**src/rtl/cla_pipe_adder.sv**
```systemverilog
// Pipelined carry-lookahead adder/subtractor: one SW-bit slice per stage, LSB first.
// Latency: STAGES cycles from accepted input to out_valid; one result per cycle.
// Backpressure: whole pipeline advances only when !out_valid || out_ready; in_ready mirrors it.
//
// Ports:
//   clk, rst_n           single rising-edge clock, asynchronous active-low reset
//   in_valid / in_ready  operand handshake (a, b, sub, c_in)
//   out_valid/out_ready  result handshake (s, c_out, ovf, zero)
// Build option: define CLA_PIPE_SAT_EN to saturate s to the signed limits on overflow.
module cla_pipe_adder #(
    parameter int WIDTH  = 32,
    parameter int STAGES = 4
) (
    input  logic             clk,
    input  logic             rst_n,
    input  logic             in_valid,
    output logic             in_ready,
    input  logic [WIDTH-1:0] a,
    input  logic [WIDTH-1:0] b,
    input  logic             sub,
    input  logic             c_in,
    output logic             out_valid,
    input  logic             out_ready,
    output logic [WIDTH-1:0] s,
    output logic             c_out,
    output logic             ovf,
    output logic             zero
);

    localparam int SW = WIDTH / STAGES;  // slice width per stage
    localparam int NG = SW / 8;          // 8-bit lookahead groups per slice
    localparam int L  = STAGES - 1;      // index of the last stage

    // Slice adder. Every carry is a flat generate/propagate prefix ending in
    // the slice carry-in, so no carry depends on the carry of another group.
    // Returns {carry_out, sum}.
    function automatic logic [SW:0] cla_slice(
        input logic [SW-1:0] x,
        input logic [SW-1:0] y,
        input logic          ci
    );
        logic [SW-1:0] g;
        logic [SW-1:0] p;
        logic [SW-1:0] c;
        logic [NG-1:0] gg;
        logic [NG-1:0] pg;
        logic [NG:0]   cg;
        logic          gacc;
        logic          pacc;
        g  = x & y;
        p  = x ^ y;
        c  = '0;
        gg = '0;
        pg = '0;
        cg = '0;
        // group generate / propagate
        for (int j = 0; j < NG; j++) begin
            gacc = 1'b0;
            pacc = 1'b1;
            for (int i = 0; i < 8; i++) begin
                gacc = g[j*8+i] | (p[j*8+i] & gacc);
                pacc = pacc & p[j*8+i];
            end
            gg[j] = gacc;
            pg[j] = pacc;
        end
        // group carry-ins, each a lookahead over groups 0..j-1
        cg[0] = ci;
        for (int j = 0; j < NG; j++) begin
            gacc = 1'b0;
            pacc = 1'b1;
            for (int m = 0; m <= j; m++) begin
                gacc = gg[m] | (pg[m] & gacc);
                pacc = pacc & pg[m];
            end
            cg[j+1] = gacc | (pacc & ci);
        end
        // bit carries inside each group, lookahead from the group carry-in
        for (int j = 0; j < NG; j++) begin
            for (int i = 0; i < 8; i++) begin
                gacc = 1'b0;
                pacc = 1'b1;
                for (int t = 0; t < i; t++) begin
                    gacc = g[j*8+t] | (p[j*8+t] & gacc);
                    pacc = pacc & p[j*8+t];
                end
                c[j*8+i] = gacc | (pacc & cg[j]);
            end
        end
        return {cg[NG], p ^ c};
    endfunction

    // Stage registers: operands still to be added, partial sum, slice carry.
    logic             r_vld [STAGES];
    logic [WIDTH-1:0] r_a   [STAGES];
    logic [WIDTH-1:0] r_b   [STAGES];
    logic [WIDTH-1:0] r_s   [STAGES];
    logic             r_c   [STAGES];

    logic [WIDTH-1:0] r_s_out;
    logic             r_cout;
    logic             r_ovf;
    logic             r_zero;

    // Stage k inputs and combinational results.
    logic [WIDTH-1:0] w_a_in  [STAGES];
    logic [WIDTH-1:0] w_b_in  [STAGES];
    logic [WIDTH-1:0] w_s_in  [STAGES];
    logic             w_c_in  [STAGES];
    logic [WIDTH-1:0] w_s_nxt [STAGES];
    logic             w_c_nxt [STAGES];

    logic             w_adv;
    logic             w_msb_cin;
    logic             w_ovf;
    logic             w_zero;
    logic [WIDTH-1:0] w_s_fin;

    assign w_adv    = !r_vld[L] || out_ready;
    assign in_ready = w_adv;

    always_comb begin
        logic [SW:0] sum_t;
        sum_t = '0;
        // stage 0 sees the effective operands; subtract is A + ~B + 1
        w_a_in[0] = a;
        w_b_in[0] = sub ? ~b : b;
        w_c_in[0] = sub ? 1'b1 : c_in;
        w_s_in[0] = '0;
        for (int k = 1; k < STAGES; k++) begin
            w_a_in[k] = r_a[k-1];
            w_b_in[k] = r_b[k-1];
            w_c_in[k] = r_c[k-1];
            w_s_in[k] = r_s[k-1];
        end
        for (int k = 0; k < STAGES; k++) begin
            sum_t      = cla_slice(w_a_in[k][k*SW +: SW], w_b_in[k][k*SW +: SW], w_c_in[k]);
            w_s_nxt[k] = w_s_in[k];
            w_s_nxt[k][k*SW +: SW] = sum_t[SW-1:0];
            w_c_nxt[k] = sum_t[SW];
        end
    end

    // Final flags. The carry into the MSB is recovered from the MSB sum bit.
    always_comb begin
        w_msb_cin = w_a_in[L][WIDTH-1] ^ w_b_in[L][WIDTH-1] ^ w_s_nxt[L][WIDTH-1];
        w_ovf     = w_c_nxt[L] ^ w_msb_cin;
`ifdef CLA_PIPE_SAT_EN
        // positive overflow only happens with A non-negative, negative with A negative
        if (w_ovf) begin
            w_s_fin = w_a_in[L][WIDTH-1] ? {1'b1, {(WIDTH-1){1'b0}}}
                                         : {1'b0, {(WIDTH-1){1'b1}}};
        end else begin
            w_s_fin = w_s_nxt[L];
        end
`else
        w_s_fin = w_s_nxt[L];
`endif
        w_zero = (w_s_fin == '0);
    end

    always_ff @(posedge clk or negedge rst_n) begin
        if (!rst_n) begin
            for (int k = 0; k < STAGES; k++) begin
                r_vld[k] <= 1'b0;
                r_a[k]   <= '0;
                r_b[k]   <= '0;
                r_s[k]   <= '0;
                r_c[k]   <= 1'b0;
            end
            r_s_out <= '0;
            r_cout  <= 1'b0;
            r_ovf   <= 1'b0;
            r_zero  <= 1'b0;
        end else if (w_adv) begin
            r_vld[0] <= in_valid;
            for (int k = 1; k < STAGES; k++) begin
                r_vld[k] <= r_vld[k-1];
            end
            for (int k = 0; k < STAGES; k++) begin
                r_a[k] <= w_a_in[k];
                r_b[k] <= w_b_in[k];
                r_s[k] <= w_s_nxt[k];
                r_c[k] <= w_c_nxt[k];
            end
            r_s_out <= w_s_fin;
            r_cout  <= w_c_nxt[L];
            r_ovf   <= w_ovf;
            r_zero  <= w_zero;
        end
    end

    assign out_valid = r_vld[L];
    assign s         = r_s_out;
    assign c_out     = r_cout;
    assign ovf       = r_ovf;
    assign zero      = r_zero;

endmodule
```
**config.mk**
```make
export PLATFORM = sky130hd
export DESIGN_NAME = cla_pipe_adder
export DESIGN_NICKNAME = d
export VERILOG_FILES = /design/src/rtl/cla_pipe_adder.sv
export SDC_FILE = /design/constraint.sdc
export NUM_CORES = 1
export LEC_CHECK = 0
export CAP_MARGIN = 30
export CORE_UTILIZATION = 49
export DETAILED_ROUTE_END_ITERATION = 8
export PLACE_DENSITY = 0.81
export REMOVE_ABC_BUFFERS = 1
export SLEW_MARGIN = 20
export SYNTH_ARGS = -nofsm -noshare
export SYNTH_HDL_FRONTEND = slang
export SYNTH_SLANG_ARGS = --single-unit
export TNS_END_PERCENT = 50
```
**constraint.sdc**
```tcl
create_clock -name clk -period 4.9 [get_ports clk]
set_clock_uncertainty 0.2 [all_clocks]
set_input_delay 0.98 -clock clk [delete_from_list [all_inputs] [get_ports clk]]
set_output_delay 0.98 -clock clk [all_outputs]
set_load 0.02 [all_outputs]
```
After elaboration in Yosys (flattened, before gate mapping)
Index checks and enable logic that the tools add are counted.
{ "word_totals": {"output_inout_bits": 37, "in_bits": 70, "reg_bits": 282, "elab_cells": 189} }
{ "classes": {"n_reduce_logical": 3, "muxes": 2, "bitwise_logic": 164} }
{ "op_table": {"columns": ["op", "count"], "rows": [
  ["1-bit AND", 88],
  ["8-bit XOR", 8],
  ["1-bit OR", 60],
  ["8-bit AND", 4],
  ["32-bit logical NOT", 1],
  ["32-bit 2-to-1 mux", 1],
  ["32-bit NOT", 1],
  ["1-bit XOR", 3],
  ["1-bit logical NOT", 1],
  ["1-bit logical OR", 1],
  ["1-bit 2-to-1 mux", 1]
]} }

Depth between registers and ports, before layout
Gate-level depths: netlist of run 1.
{ "logic_depth": {"ltp_word": 18, "ltp_mapped": 10, "ltp_nobuf": 8} }

Least setup slack after synthesis of run 1
Ideal clock, no wire load.
{ "synth_path": {"path_type": "input-to-reg", "start": "in sub", "end": "reg r_s[103] in the netlist's numbering", "setup_ps": 137, "setup_slack_ps": 1675, "stages": 10, "path_buffers": 2, "required_time_ps": 4563, "arrival_ps": 2888, "path_cell_list": "buf_6 -> buf_2 -> xor2_1 -> ha_1 -> a21oi_1 -> a21boi_2 -> o41a_1 -> a31o_1 -> xnor2_1 -> a21oi_1"} }
{ "synth_between": {"elab_chain_cells": 16, "word_cells_on_any_way": 25, "cone_classes": "mux: 2; bitwise: 23"} }
{ "synth_rtl": {"columns": ["element", "line", "text"], "rows": [
  ["from (decl)", "20", "input logic sub,"],
  ["32-bit 2-to-1 mux", "127", "w_b_in[0] = sub ? ~b : b;"],
  ["8-bit XOR / 8-bit AND (equally long branches)", "51, 50", null],
  ["1-bit AND", "84", "gacc = g[j*8+t] | (p[j*8+t] & gacc);"],
  ["1-bit OR", "84", null],
  ["1-bit AND", "84", null],
  ["1-bit OR", "84", null],
  ["1-bit AND", "84", null],
  ["1-bit OR", "84", null],
  ["1-bit AND", "84", null],
  ["1-bit OR", "84", null],
  ["1-bit AND", "84", null],
  ["1-bit OR", "84", null],
  ["1-bit AND", "84", null],
  ["1-bit OR", "84", null],
  ["1-bit OR", "87", "c[j*8+i] = gacc | (pacc & cg[j]);"],
  ["8-bit XOR *", "90", "return {cg[NG], p ^ c};"],
  ["to (signal, indexed assignment)", "183", "r_s[k] <= w_s_nxt[k];"],
  ["to (decl)", "97", "logic [WIDTH-1:0] r_s [STAGES];"]
]} }
Mark *: on every way between the ends. The rest lies on a longest branch, timed or not.
A chain may end at the register's enable or synchronous reset.

Worst setup path after layout of run 1
{ "layout_path": {"start": "in out_ready", "end": "out in_ready"} }
{ "layout_between": {"elab_chain_cells": 1} }
{ "layout_rtl": {"columns": ["element", "line", "text"], "rows": [
  ["from (decl)", "23", "input logic out_ready,"],
  ["1-bit logical OR", "119", "assign w_adv = !r_vld[L] || out_ready;"],
  ["to (decl)", "17", "output logic in_ready,"]
]} }
No other way between the ends.

==> results of run 1 <==
[worst max-delay path by stage]
stage                   start        to  slack, ns  depth (start not counted)
finish              out_ready  in_ready       1.38                          4
global route        out_ready  in_ready       1.38                          4
CTS                 out_ready  in_ready       1.40                          4
detailed placement  out_ready   r_s[75]       1.24                          7
global placement    out_ready   r_s[75]       1.33                          7
floorplan           out_ready     s[27]      -8.35                          3
[through the flow]
stage                     setup WS (ns)  cells
after global placement             1.33   1193
after detailed placement           1.24   1193
after global routing               1.38   1225
after floorplan                   -8.35    862
after CTS                          1.40   1225
final                              1.38   1225
[cell type report]
cell class | instances | share of cell area
repair buffers | 111 | 0.110
flip-flops and latches | 186 | 0.457
clock buffers | 20 | 0.0458
clock inverters | 12 | 0.0227
well taps | 220 | 0.0270
inverters | 6 | 0.00246
multi-input cells | 670 | 0.335
[power by group]
part	internal (mW)	switching (mW)
clock network	1.00	0.585
logic	1.09	1.41
registers	2.22	0.438
total	4.31	2.43
[layout by cell type (no fill, tap or decap), types with 2 or more instances in the layout]
master           count
xnor2_1             36
buf_4                3
clkdlybuf4s50_1    104
inv_6                3
a21oi_1             28
or3_1                2
o211ai_1             4
o31ai_1              2
buf_12               2
o21ai_0              4
a31oi_1              2
clkbuf_16           17
clkbuf_8             4
o211ai_2             2
inv_1                5
nor4_1               5
nor3_1               9
o21a_1               2
nand2_1            430
o21ai_1             36
a21o_1               4
xor2_1              20
nand4_1              2
o21bai_1             2
nand2b_1             5
dfrtp_1            186
fa_1                 4
nor2_1              28
o2111ai_1            2
bufinv_16            6
clkinv_4             2
ha_1                32
[kinds of logic after synthesis]
group | count (synthesis)
muxes | 1
adders and majority gates | 36
xor gates and xnor gates | 56
DFF | 186
and+or+nand+nor | 484
AOI/OAI and AO/OA | 93
buffers and inverters | 50
[per-layer routing]
layer | vias to the layer above | wire length (µm) | share of wire | GRT usage
met1 | 2801 | 7520 | 0.48 | 0.270
li1 | 3054 | - | - | -
met2 | 111 | 7420 | 0.47 | 0.318
met5 | - | 0 | 0 | 0
met3 | 26 | 491 | 0.031 | 0.0388
met4 | 0 | 312 | 0.020 | 0.0820
[sequential cells by signal, summed over array words and instances, names as in the netlist, 3 cells and up]
signal / flops
r_a: 48
r_b: 48
r_s: 48
s: 32
r_c: 3
r_vld: 3
[worst max-delay path, cell delays in order]
cell and delay [ns]:
clkdlybuf4s50_1 0.50, nor2b_4 0.07, inv_4 0.05, clkdlybuf4s50_1 0.73
==> reports/qor.yml, run 1 <==
outcome: "finished, final reports clean"
peakVddDrop_v: 0.000539
synthAdderAreaFrac: 0.0582
synth_cells: 906
clockBufferDepth: 2
cp_max_fo: 2
port_buffers: 106
io_pins: 107
maxSlewHeadroom: 0.332
period_minus_slack_ns: 3.52
grt_pass1_vias: 5897
hold_start: "s[24]"
hold_viol_final: 0
syn_to_final_growth_pct: 23.3
num_rows: 47
ys.flop_type: "dfrtp_1"
drtPass1Iterations: 4
syn-cell-area_um2: 8260
setup_viol: 0
coreArea_um2: 16500
synth_warnings: 0
finalWeightedCongestion: 0.759
clk_pin_slew_ns: 0.07
p_leak_nw: 4.93
place_hpwl_um: 10100
die_h_um: 132
n_antenna_cell: 0
rsz0062_at_grt: "no"
maxCapViolations: 0
stdcell_area_um2: 10200
post-cts-setup-buffer-count: 0
drt_iter0_markers: 353
required_ns: 3.72
synth_edf_count: 0
r2r_slack_ns: 2.30
yosys.area_share.simple: 0.227
drv_slew: 0
worstSetupPathType: "in2out"
multi_input_area_um2: 3410
via_per_inst: 4.89
antenna_left: 0
hold_ws_ns: 0.264
endpoint_kind: "output pin"
cts_resized: 0
start_util: 0.500
final-seq-area_um2: 4650
synthDistinctLibCells: 38
tightest_slew_ns: 1.00
min_to: "s[24]"
num-fill-cells: 1370
grtUsageTotal: 0.200
layout-drive-gt1-share: 0.0448
syn_avg_cell_area_um2: 9.12
worstRegToRegCells: 6
routed_wl_um: 15700
dpl_cell_area_um2: 9490
grt_max_degree: 210
synth_area_leaders: "dfrtp_1 (56%), nand2_1 (20%), ha_1 (4.8%)"
synth_top_area_cell: "dfrtp_1"
async_reset_ff_frac: 1.00
cp.arrival_ns: 2.34
period_share: 0.717
h-tree-depth: 4
fin_setup_tns_ns: 0
synth.most_common_cell: "nand2_1"
seq_area_frac_synth: 0.564
synth-compound-area-share: 0.0665
root_buffer: "clkbuf_16"
clock_sinks: 186
synth-seq-cells: 186
synthTopCellsByCount: "nand2_1 (430), dfrtp_1 (186), o21ai_1 (36), xnor2_1 (36), ha_1 (32)"
hold_class: "reg2reg"
grt_pass1_wl_um: 27800
vias: 5992
cts_hold_buf: 0
cp-start-kind: "primary input"
power_density_nw_per_um2: 662
rr_endpoint: "r_s[75]"
numCtsBuffers: 17
post-route-util: 0.616
die_w_um: 132
die-area_um2: 17400
antenna_found_initial: 0
grt_overflow_total: 0
p_total_mw: 6.75
detail_route.wl_per_cell_um: 12.9
synth_top_cell_area_share: 0.564
r2r_start: "out_valid"
cts_tree: "built"
hold_depth: 2
clock_latency_ns: 0.43
nNetsFinal: 1098
synth_top_family_by_area: "simple AND/OR/NAND/NOR gates"
yosys-mux-area-fraction: 0.00136
remaining_drc_errors: 0
synthXorXnorAreaFrac: 0.0594
maxClockFrequency_ghz: 0.284
No activity file was read; power rests on OpenSTA's default activity.
==> run 2, diff against run 1 <==
- clock period: 4.9 -> 3.5 ns (I/O delays scaled with it)
==> reports/qor.yml, run 2 (synthesized netlist as in run 1, its figures left out) <==
grt_util_met3: 0.0373  # -0.00154
die_h_um: 132  # unchanged
place_hpwl_um: 10000  # -1.4%
grt-busiest-layer: "met2"
clock_latency_ns: 0.43  # about the same
layout-drive-gt1-share: 0.0437  # -0.00104
nNetsFinal: 1099  # +0.091%
routed_wl_um: 15500  # -1.2%
via_per_inst: 4.94  # +0.97%
io_pins: 107  # unchanged
start_util: 0.500  # unchanged
fin_setup_tns_ns: 0  # unchanged
worstSetupPathType: "in2out"
rsz0062_at_grt: "no"
tightest_slew_ns: 0.929  # -0.0739 ns
cts_tree: "built"
coreArea_um2: 16500  # unchanged
remaining_drc_errors: 0  # unchanged
final_cell_mix: "nand2_1 (430), dfrtp_1 (186), clkdlybuf4s50_1 (104), xnor2_1 (36), o21ai_1 (36)"
p_leak_nw: 4.87  # -1.0%
use_met2: 0.308  # -0.0106
hold_viol_final: 0  # unchanged
rr_endpoint: "r_s[55]"
grtUsageTotal: 0.194  # -0.00637
cts_resized: 0  # unchanged
clock_sinks: 186  # unchanged
period_minus_slack_ns: 2.96
required_ns: 2.60  # -1.12 ns
drt_iter0_markers: 330  # -6.5%
post-route-util: 0.610  # -0.00613
grt_max_degree: 208  # -0.95%
antenna_left: 0  # unchanged
period_share: 0.846
detail_route.wl_per_cell_um: 12.7  # -1.3%
maxClockFrequency_ghz: 0.338
r2r_slack_ns: 1.06  # -1.24 ns
r2r_start: "r_a[80]"
finalWeightedCongestion: 0.770  # +1.4%
clk_pin_slew_ns: 0.06  # about the same
root_buffer: "clkbuf_16"
port_buffers: 106  # unchanged
top_regs: "r_a: 48 flops, r_b: 48 flops, r_s: 48 flops"
vias: 6055  # +1.1%
dpl_cell_area_um2: 9510  # +0.21%
grt_overflow_total: 0  # unchanged
setup_viol: 0  # unchanged
grt_pass1_vias: 5804  # -1.6%
drtPass1Iterations: 5  # +1
numCtsBuffers: 17  # unchanged
post-cts-setup-buffer-count: 0  # unchanged
outcome: "finished, final reports clean"
h-tree-depth: 4  # unchanged
endpoint_kind: "output pin"
peakVddDrop_v: 0.000823  # +53%
clockBufferDepth: 2  # unchanged
final_common_cell: "nand2_1"
n_antenna_cell: 0  # unchanged
cts_hold_buf: 0  # unchanged
maxSlewHeadroom: 0.381  # +0.0493
cp.arrival_ns: 2.06  # -0.28 ns
die_w_um: 132  # unchanged
maxCapViolations: 0  # unchanged
hold_class: "in2async"
die-area_um2: 17400  # unchanged
cp_max_fo: 4  # +2
stdcell_area_um2: 10100  # -1.0%
cp-start-kind: "primary input"
worstRegToRegCells: 7  # +1
num_rows: 47  # unchanged
p_total_mw: 9.06  # +34%
hold_ws_ns: 0.118  # -0.146 ns
met1_usage: 0.268  # -0.00224
grt_pass1_wl_um: 27200  # -2.4%
power_density_nw_per_um2: 898  # +36%
antenna_found_initial: 0  # unchanged
syn_to_final_growth_pct: 22.1
drv_slew: 0  # unchanged
run 2: cell count changes in the layout (fill, tap and decap cells not counted), sizes merged:
cell	previous run	this run
clkinvlp	1	3
clkinv	2	4
bufinv	6	1
inv	9	7
clkbuf	21	24
buf	6	7
run 2: worst max-delay path: stages:
cell and delay (ns):
clkdlybuf4s50_1 0.44, nor2b_4 0.30, inv_4 0.07, clkdlybuf4s50_1 0.54
run 2: metrics by stage:
step / setup slack, ns / instances
after floorplan: -9.47 / 862
after global placement: 0.345 / 1194
after detailed placement: 0.273 / 1194
after CTS: 0.545 / 1226
after global routing: 0.531 / 1226
final: 0.540 / 1226
run 2: final cells by class:
cell class / instances / area, µm²
clock buffer: 23 / 488
clock inverter: 9 / 88.8
fill: 1436 / 6440
inverter: 6 / 25.0
multi-input combinational: 670 / 3410
sequential: 186 / 4650
tap: 220 / 275
timing repair buffer: 112 / 1140
run 2: power breakdown:
| group | internal (mW) | switching (mW) |
|---|---|---|
| clock network | 1.06 | 0.804 |
| registers | 3.11 | 0.595 |
| logic | 1.53 | 1.96 |
| total | 5.70 | 3.36 |
run 2: worst max-delay path by stage:
stage | from | cells past startpoint | end
floorplan | out_ready | 3 | s[27]
global placement | b[1] | 9 | r_s[103]
detailed placement | b[1] | 9 | r_c[3]
CTS | out_ready | 4 | in_ready
global route | out_ready | 4 | in_ready
finish | out_ready | 4 | in_ready
run 2: routing by layer:
| metal | vias to the layer above | wire (µm) |
|---|---|---|
| met5 | - | 0 |
| li1 | 3057 | - |
| met4 | 0 | 223 |
| met3 | 14 | 423 |
| met1 | 2879 | 7410 |
| met2 | 105 | 7490 |
